<file path="config.mk">
export PLATFORM = sky130hd
export DESIGN_NAME = router_fifo_flat
export DESIGN_NICKNAME = d
export VERILOG_FILES = /design/src/rtl/router_pkg.sv /design/src/rtl/router_fifo_if.sv /design/src/rtl/router_fifo_mem.sv /design/src/rtl/router_fifo.sv /design/src/flat_wrapper.sv
export SDC_FILE = /design/constraint.sdc
export NUM_CORES = 1
export LEC_CHECK = 0
export BUFFER_PORTS_ARGS = -buffer_cell sky130_fd_sc_hd__buf_4
export CAP_MARGIN = 20
export CELL_PAD_IN_SITES_DETAIL_PLACEMENT = 0
export CELL_PAD_IN_SITES_GLOBAL_PLACEMENT = 1
export CORE_MARGIN = 2
export CORE_UTILIZATION = 57
export DETAILED_ROUTE_END_ITERATION = 8
export PLACE_DENSITY = 0.94
export SLEW_MARGIN = 20
export SYNTH_ARGS = -nofsm -noshare
export SYNTH_HDL_FRONTEND = slang
export SYNTH_SLANG_ARGS = --single-unit
export TNS_END_PERCENT = 20
</file>
<file path="constraint.sdc">
create_clock -name clock -period 6.8 [get_ports clock]
set_clock_uncertainty 0.05 [all_clocks]
set_input_delay 1.7 -clock clock [delete_from_list [all_inputs] [get_ports clock]]
set_output_delay 1.7 -clock clock [all_outputs]
set_load 0.1 [all_outputs]
</file>
<file path="src/rtl/router_pkg.sv">
// Shared router definitions: FIFO geometry, header length field and the stored entry layout.
package router_pkg;

    localparam int DATA_W     = 8;
    localparam int FIFO_DEPTH = 16;
    localparam int FIFO_AW    = 4;
    localparam int PLEN_MSB   = 7;
    localparam int PLEN_LSB   = 2;

    typedef struct packed {
        logic              tag;
        logic [DATA_W-1:0] data;
    } fifo_entry_t;

    // Bytes still to come after a header: payload length plus the parity byte.
    function automatic logic [6:0] pkt_len_from_header(input logic [DATA_W-1:0] hdr);
        return {1'b0, hdr[PLEN_MSB:PLEN_LSB]} + 7'd1;
    endfunction

endpackage

</file>
<file path="src/rtl/router_fifo_if.sv">
// Write/read handshake and status bundle between one router output FIFO and its neighbours.
// FIFO_ERR_EN adds sticky overflow/underflow status signals.
interface router_fifo_if
    import router_pkg::*;
#(
    parameter int WIDTH = DATA_W
);
    logic             write_enb;
    logic             lfd_state;
    logic [WIDTH-1:0] data_in;
    logic             read_enb;
    logic [WIDTH-1:0] data_out;
    logic             empty;
    logic             full;
`ifdef FIFO_ERR_EN
    logic             overflow;
    logic             underflow;

    modport slave (
        input  write_enb, lfd_state, data_in, read_enb,
        output data_out, empty, full, overflow, underflow
    );
    modport master (
        output write_enb, lfd_state, data_in, read_enb,
        input  data_out, empty, full, overflow, underflow
    );
`else
    modport slave (
        input  write_enb, lfd_state, data_in, read_enb,
        output data_out, empty, full
    );
    modport master (
        output write_enb, lfd_state, data_in, read_enb,
        input  data_out, empty, full
    );
`endif
endinterface

</file>
<file path="src/rtl/router_fifo_mem.sv">
// Simple dual-port FIFO storage: synchronous write, combinational read.
// Only the header tag bits are cleared; data bits are don't-care until written.
module router_fifo_mem #(
    parameter int WIDTH = 8,
    parameter int DEPTH = 16,
    parameter int AW    = 4
) (
    input  logic           clock,
    input  logic           clr,
    input  logic           we,
    input  logic [AW-1:0]  waddr,
    input  logic [WIDTH:0] wdata,
    input  logic [AW-1:0]  raddr,
    output logic [WIDTH:0] rdata
);

    logic [WIDTH-1:0] data_mem [DEPTH];
    logic [DEPTH-1:0] tag_r;

    // Data byte array write port.
    always_ff @(posedge clock) begin
        if (we) begin
            data_mem[waddr] <= wdata[WIDTH-1:0];
        end
    end

    // Header tag array, flushed by reset and soft reset.
    always_ff @(posedge clock) begin
        if (clr) begin
            tag_r <= '0;
        end else if (we) begin
            tag_r[waddr] <= wdata[WIDTH];
        end
    end

    assign rdata = {tag_r[raddr], data_mem[raddr]};

endmodule

</file>
<file path="src/rtl/router_fifo.sv">
// One output FIFO of the 1x3 router: pointers, flags, packet-length tracking and idle output.
// Optional FIFO_ERR_EN adds sticky overflow/underflow flags on the interface.
module router_fifo
    import router_pkg::*;
#(
    parameter int WIDTH = DATA_W,
    parameter int DEPTH = FIFO_DEPTH,
    parameter int AW    = FIFO_AW
) (
    input  logic          clock,
    input  logic          reset,
    input  logic          soft_reset,
    router_fifo_if.slave  bus
);

    localparam logic [AW:0] PTR_ONE = {{AW{1'b0}}, 1'b1};

    logic [AW:0]      wr_ptr;
    logic [AW:0]      rd_ptr;
    logic [6:0]       pkt_count;
    logic [WIDTH-1:0] data_q;

    logic             clr_s;
    logic             empty_s;
    logic             full_s;
    logic             wr_acc_s;
    logic             rd_acc_s;
    logic             mem_we_s;
    fifo_entry_t      wr_entry_s;
    fifo_entry_t      rd_entry_s;

    assign clr_s    = reset | soft_reset;
    assign empty_s  = (wr_ptr == rd_ptr);
    assign full_s   = (wr_ptr[AW] != rd_ptr[AW]) && (wr_ptr[AW-1:0] == rd_ptr[AW-1:0]);
    assign wr_acc_s = bus.write_enb & ~full_s;
    assign rd_acc_s = bus.read_enb & ~empty_s;
    assign mem_we_s = wr_acc_s & ~clr_s;

    assign wr_entry_s.tag  = bus.lfd_state;
    assign wr_entry_s.data = bus.data_in;

    router_fifo_mem #(
        .WIDTH (WIDTH),
        .DEPTH (DEPTH),
        .AW    (AW)
    ) u_mem (
        .clock (clock),
        .clr   (clr_s),
        .we    (mem_we_s),
        .waddr (wr_ptr[AW-1:0]),
        .wdata (wr_entry_s),
        .raddr (rd_ptr[AW-1:0]),
        .rdata (rd_entry_s)
    );

    // Read/write pointer advance; a flush overrides any concurrent access.
    always_ff @(posedge clock) begin
        if (clr_s) begin
            wr_ptr <= '0;
            rd_ptr <= '0;
        end else begin
            if (wr_acc_s) begin
                wr_ptr <= wr_ptr + PTR_ONE;
            end
            if (rd_acc_s) begin
                rd_ptr <= rd_ptr + PTR_ONE;
            end
        end
    end

    // Registered read data and remaining-packet count; output idles at zero between packets.
    always_ff @(posedge clock) begin
        if (clr_s) begin
            data_q    <= '0;
            pkt_count <= 7'd0;
        end else if (rd_acc_s) begin
            data_q <= rd_entry_s.data;
            if (rd_entry_s.tag) begin
                pkt_count <= pkt_len_from_header(rd_entry_s.data);
            end else if (pkt_count != 7'd0) begin
                pkt_count <= pkt_count - 7'd1;
            end
        end else if (pkt_count == 7'd0) begin
            data_q <= '0;
        end
    end

`ifdef FIFO_ERR_EN
    logic overflow_r;
    logic underflow_r;

    // Sticky error flags; a write that coincides with a read is not an overflow.
    always_ff @(posedge clock) begin
        if (clr_s) begin
            overflow_r  <= 1'b0;
            underflow_r <= 1'b0;
        end else begin
            if (bus.write_enb && full_s && !bus.read_enb) begin
                overflow_r <= 1'b1;
            end
            if (bus.read_enb && empty_s) begin
                underflow_r <= 1'b1;
            end
        end
    end

    assign bus.overflow  = overflow_r;
    assign bus.underflow = underflow_r;
`else
`endif

    assign bus.data_out = data_q;
    assign bus.empty    = empty_s;
    assign bus.full     = full_s;

endmodule

</file>
<file path="src/flat_wrapper.sv">
// flat-port wrapper written by rule: the top's interface ports become plain ports
module router_fifo_flat import router_pkg::*;
#(
    parameter int WIDTH = DATA_W,
    parameter int DEPTH = FIFO_DEPTH,
    parameter int AW    = FIFO_AW
)
  (clock, reset, soft_reset, bus_write_enb, bus_lfd_state, bus_data_in, bus_read_enb, bus_data_out, bus_empty, bus_full);
  router_fifo_if #(.WIDTH(WIDTH)) bus_i ();
  input  logic clock;
  input  logic reset;
  input  logic soft_reset;
  input wire logic [$bits(bus_i.write_enb)-1:0] bus_write_enb;
  input wire logic [$bits(bus_i.lfd_state)-1:0] bus_lfd_state;
  input wire logic [$bits(bus_i.data_in)-1:0] bus_data_in;
  input wire logic [$bits(bus_i.read_enb)-1:0] bus_read_enb;
  output wire logic [$bits(bus_i.data_out)-1:0] bus_data_out;
  output wire logic [$bits(bus_i.empty)-1:0] bus_empty;
  output wire logic [$bits(bus_i.full)-1:0] bus_full;
  assign bus_i.write_enb = bus_write_enb;
  assign bus_i.lfd_state = bus_lfd_state;
  assign bus_i.data_in = bus_data_in;
  assign bus_i.read_enb = bus_read_enb;
  assign bus_data_out = bus_i.data_out;
  assign bus_empty = bus_i.empty;
  assign bus_full = bus_i.full;
  router_fifo #(.WIDTH(WIDTH), .DEPTH(DEPTH), .AW(AW)) u_core (.clock(clock), .reset(reset), .soft_reset(soft_reset), .bus(bus_i));
endmodule
</file>
==> impl_metrics.env <==
export IMPL_grt_usage=0.237
export IMPL_initialDrtViolationCount=391
export IMPL_cts_max_level=4
export IMPL_syn_nets=487
export IMPL_fin_ws_ns=3.08
export IMPL_clk_pin_slew_worst_paths_ns=0.06
export IMPL_async_reset_ff_frac=0
export IMPL_synth_top_family_by_area="multiplexers"
export IMPL_cp_arrival_ns=1.97
export IMPL_synth_xor_area_frac=0.0193
export IMPL_multi_input_area_um2=2310
export IMPL_rsz0062_at_grt="false"
export IMPL_syn_to_final_growth_pct=10.9
export IMPL_pin_count=24
export IMPL_synth_top_area_frac=0.529
export IMPL_portBuffers=23
export IMPL_wl_um=14900
export IMPL_die_h_um=117
export IMPL_yosysTopAreaCell="edfxtp_1"
export IMPL_grt_max_degree=39
export IMPL_crit_type="register to primary output"
export IMPL_dpl_hpwl_um=9710
export IMPL_grt_pass1_vias=3975
export IMPL_hp_class="register to register"
export IMPL_vias=4093
export IMPL_cts_sinks=173
export IMPL_yosys_most_used_dff="edfxtp_1"
export IMPL_via_per_inst=6.08
export IMPL_nets=510
export IMPL_ys_seq_area_frac=0.652
export IMPL_initial_core_util=0.581
export IMPL_setup_viol=0
export IMPL_max_freq_mhz=269
export IMPL_min_period_over_period=0.547
export IMPL_antenna_found_initial=1
export IMPL_maxCapViolations=0
export IMPL_hold_buffers=0
export IMPL_coreArea_um2=12500
export IMPL_crit_path_end_kind="primary output"
export IMPL_powerDensity_nw_per_um2=263
export IMPL_cts_buffer_depth=2
export IMPL_start_kind="register"
export IMPL_synth_compound_area_share=0.0588
export IMPL_die_area_um2=13700
export IMPL_nFillCells=886
export IMPL_post_cts_buffers=0
export IMPL_fin_area_um2=8070
export IMPL_drtPass1Iterations=5
export IMPL_ys_ff_latch=173
export IMPL_p_total_uw=2120
export IMPL_cts_resized=0
export IMPL_synthTopCellsByArea="edfxtp_1, dfxtp_1, mux4_2"
export IMPL_synthesis_area_um2=7270
export IMPL_tns_ns=0
export IMPL_avgSynthCellArea_um2=15.6
export IMPL_yosysWarnings=0
export IMPL_seqCellArea_um2=4750
export IMPL_post_route_min_period_ns=3.72
export IMPL_synth_edf_count=128
export IMPL_postRouteAntennaNets=0
export IMPL_hold_viol=0
export IMPL_peakVddDrop_mv=0.235
export IMPL_root_buffer="clkbuf_16"
export IMPL_grt_pass1_wl_um=22700
export IMPL_ys_types=58
export IMPL_wire_per_inst_um=22.1
export IMPL_pre_cts_ws_ns=2.91
export IMPL_synth_adder_area_share=0.0138
export IMPL_num_antenna_cells=0
export IMPL_gr_total_overflow=0
export IMPL_dieWidth_um=117
export IMPL_slew_viol_final=0
export IMPL_row_count=41
export IMPL_crit_required_ns=5.05
export IMPL_dpl_cell_area_um2=7510
export IMPL_outcome="complete, no violations"
export IMPL_drive_above_1_share=0.216
export IMPL_drc=0
export IMPL_synthCells=465
export IMPL_finalWeightedCongestion=0.831
export IMPL_tritoncts="built"
export IMPL_worstMarginPinSlew_ns=1.08
export IMPL_slew_headroom=0.274
export IMPL_final_core_utilization=0.645
export IMPL_cts_buffers=17
export IMPL_cp_max_fo=9
export IMPL_insertion_delay_ns=0.44
export IMPL_leakage_uw=0.00255
export IMPL_yosys_area_share_simple=0.0802
export IMPL_muxShareOfSynthArea=0.145
critical path, stage by stage (launching register included):
cell	delay (ns)
dfxtp_1	0.62
xnor2_1	0.19
nand4_2	0.26
nor2_1	0.16
buf_4	0.30
cells by family (layout without fill, tap and decap cells):
kind of cell               Yosys count  after routing
DFF                                173            173
buffers and inverters               31             67
and+or+nand+nor                    118            118
adders and majority gates            8              8
AOI/OAI and AO/OA                   65             65
xor gates and xnor gates            16             16
muxes                               54             54
state kept, by name, indices dropped and copies added, names as in the netlist, named ones only:
name                   flops
u_core.u_mem.tag_r        16
u_core.bus.data_out        8
u_core.wr_ptr              5
u_core.rd_ptr              5
u_core.pkt_count           7
u_core.u_mem.data_mem    128
where the power goes:
group | switching [uW] | leakage [uW] | internal [uW]
sequential | 2.22 | 0.00151 | 1130
combinational | 46.4 | 0.000768 | 21.8
clock | 417 | 0.000269 | 497
worst paths after layout:
check | startpoint | to | slack, ns | cells past startpoint
setup / recovery | u_core.rd_ptr[0] | bus_empty | 3.08 | 4
hold / removal | u_core.u_mem.tag_r[7] | u_core.u_mem.tag_r[7] | 0.41 | 2
setup reg to reg | register | u_core.pkt_count[2] | 3.93 | 9
hold reg to reg | u_core.u_mem.tag_r[7] | u_core.u_mem.tag_r[7] | 0.41 | 2
synth_stat cells, types with 8 or more instances:
library cell,n
edfxtp_1,128
dfxtp_1,45
nor2_1,41
mux4_2,33
nand2_1,27
a21oi_1,20
o21ai_0,16
mux2i_1,14
nand3_1,13
ha_1,8
xnor2_1,8
xor2_1,8
per-layer routing:
metal	track usage	vias to the layer above	part of all wire
li1	-	1856	-
met3	0.0685	27	0.074
met2	0.374	146	0.49
met4	0.102	0	0.021
met5	0	-	0
met1	0.312	2064	0.41
cells in the final DEF, fill, tap and decap left out, types with 13 or more instances in the layout:
master / count
a21oi_1: 20
o21ai_0: 16
mux4_2: 33
mux2i_1: 14
nand3_1: 13
nor2_1: 41
buf_4: 28
edfxtp_1: 128
dfxtp_1: 44
clkbuf_16: 17
nand2_1: 27
through the flow:
| stage | hold WS [ns] | std cells |
|---|---|---|
| finish | 0.410 | 673 |
| floorplan | 0.382 | 465 |
| global placement | 0.396 | 641 |
| global route | 0.432 | 673 |
| detailed placement | 0.400 | 641 |
| CTS | 0.410 | 673 |
cell type report:
type	instances	share of cell area
repair buffers	28	0.0261
well taps	172	0.0267
inverters	7	0.00326
clock inverters	12	0.0130
multi-input cells	261	0.286
flip-flops and latches	173	0.588
clock buffers	20	0.0566
(Power assumes the default switching activity.)
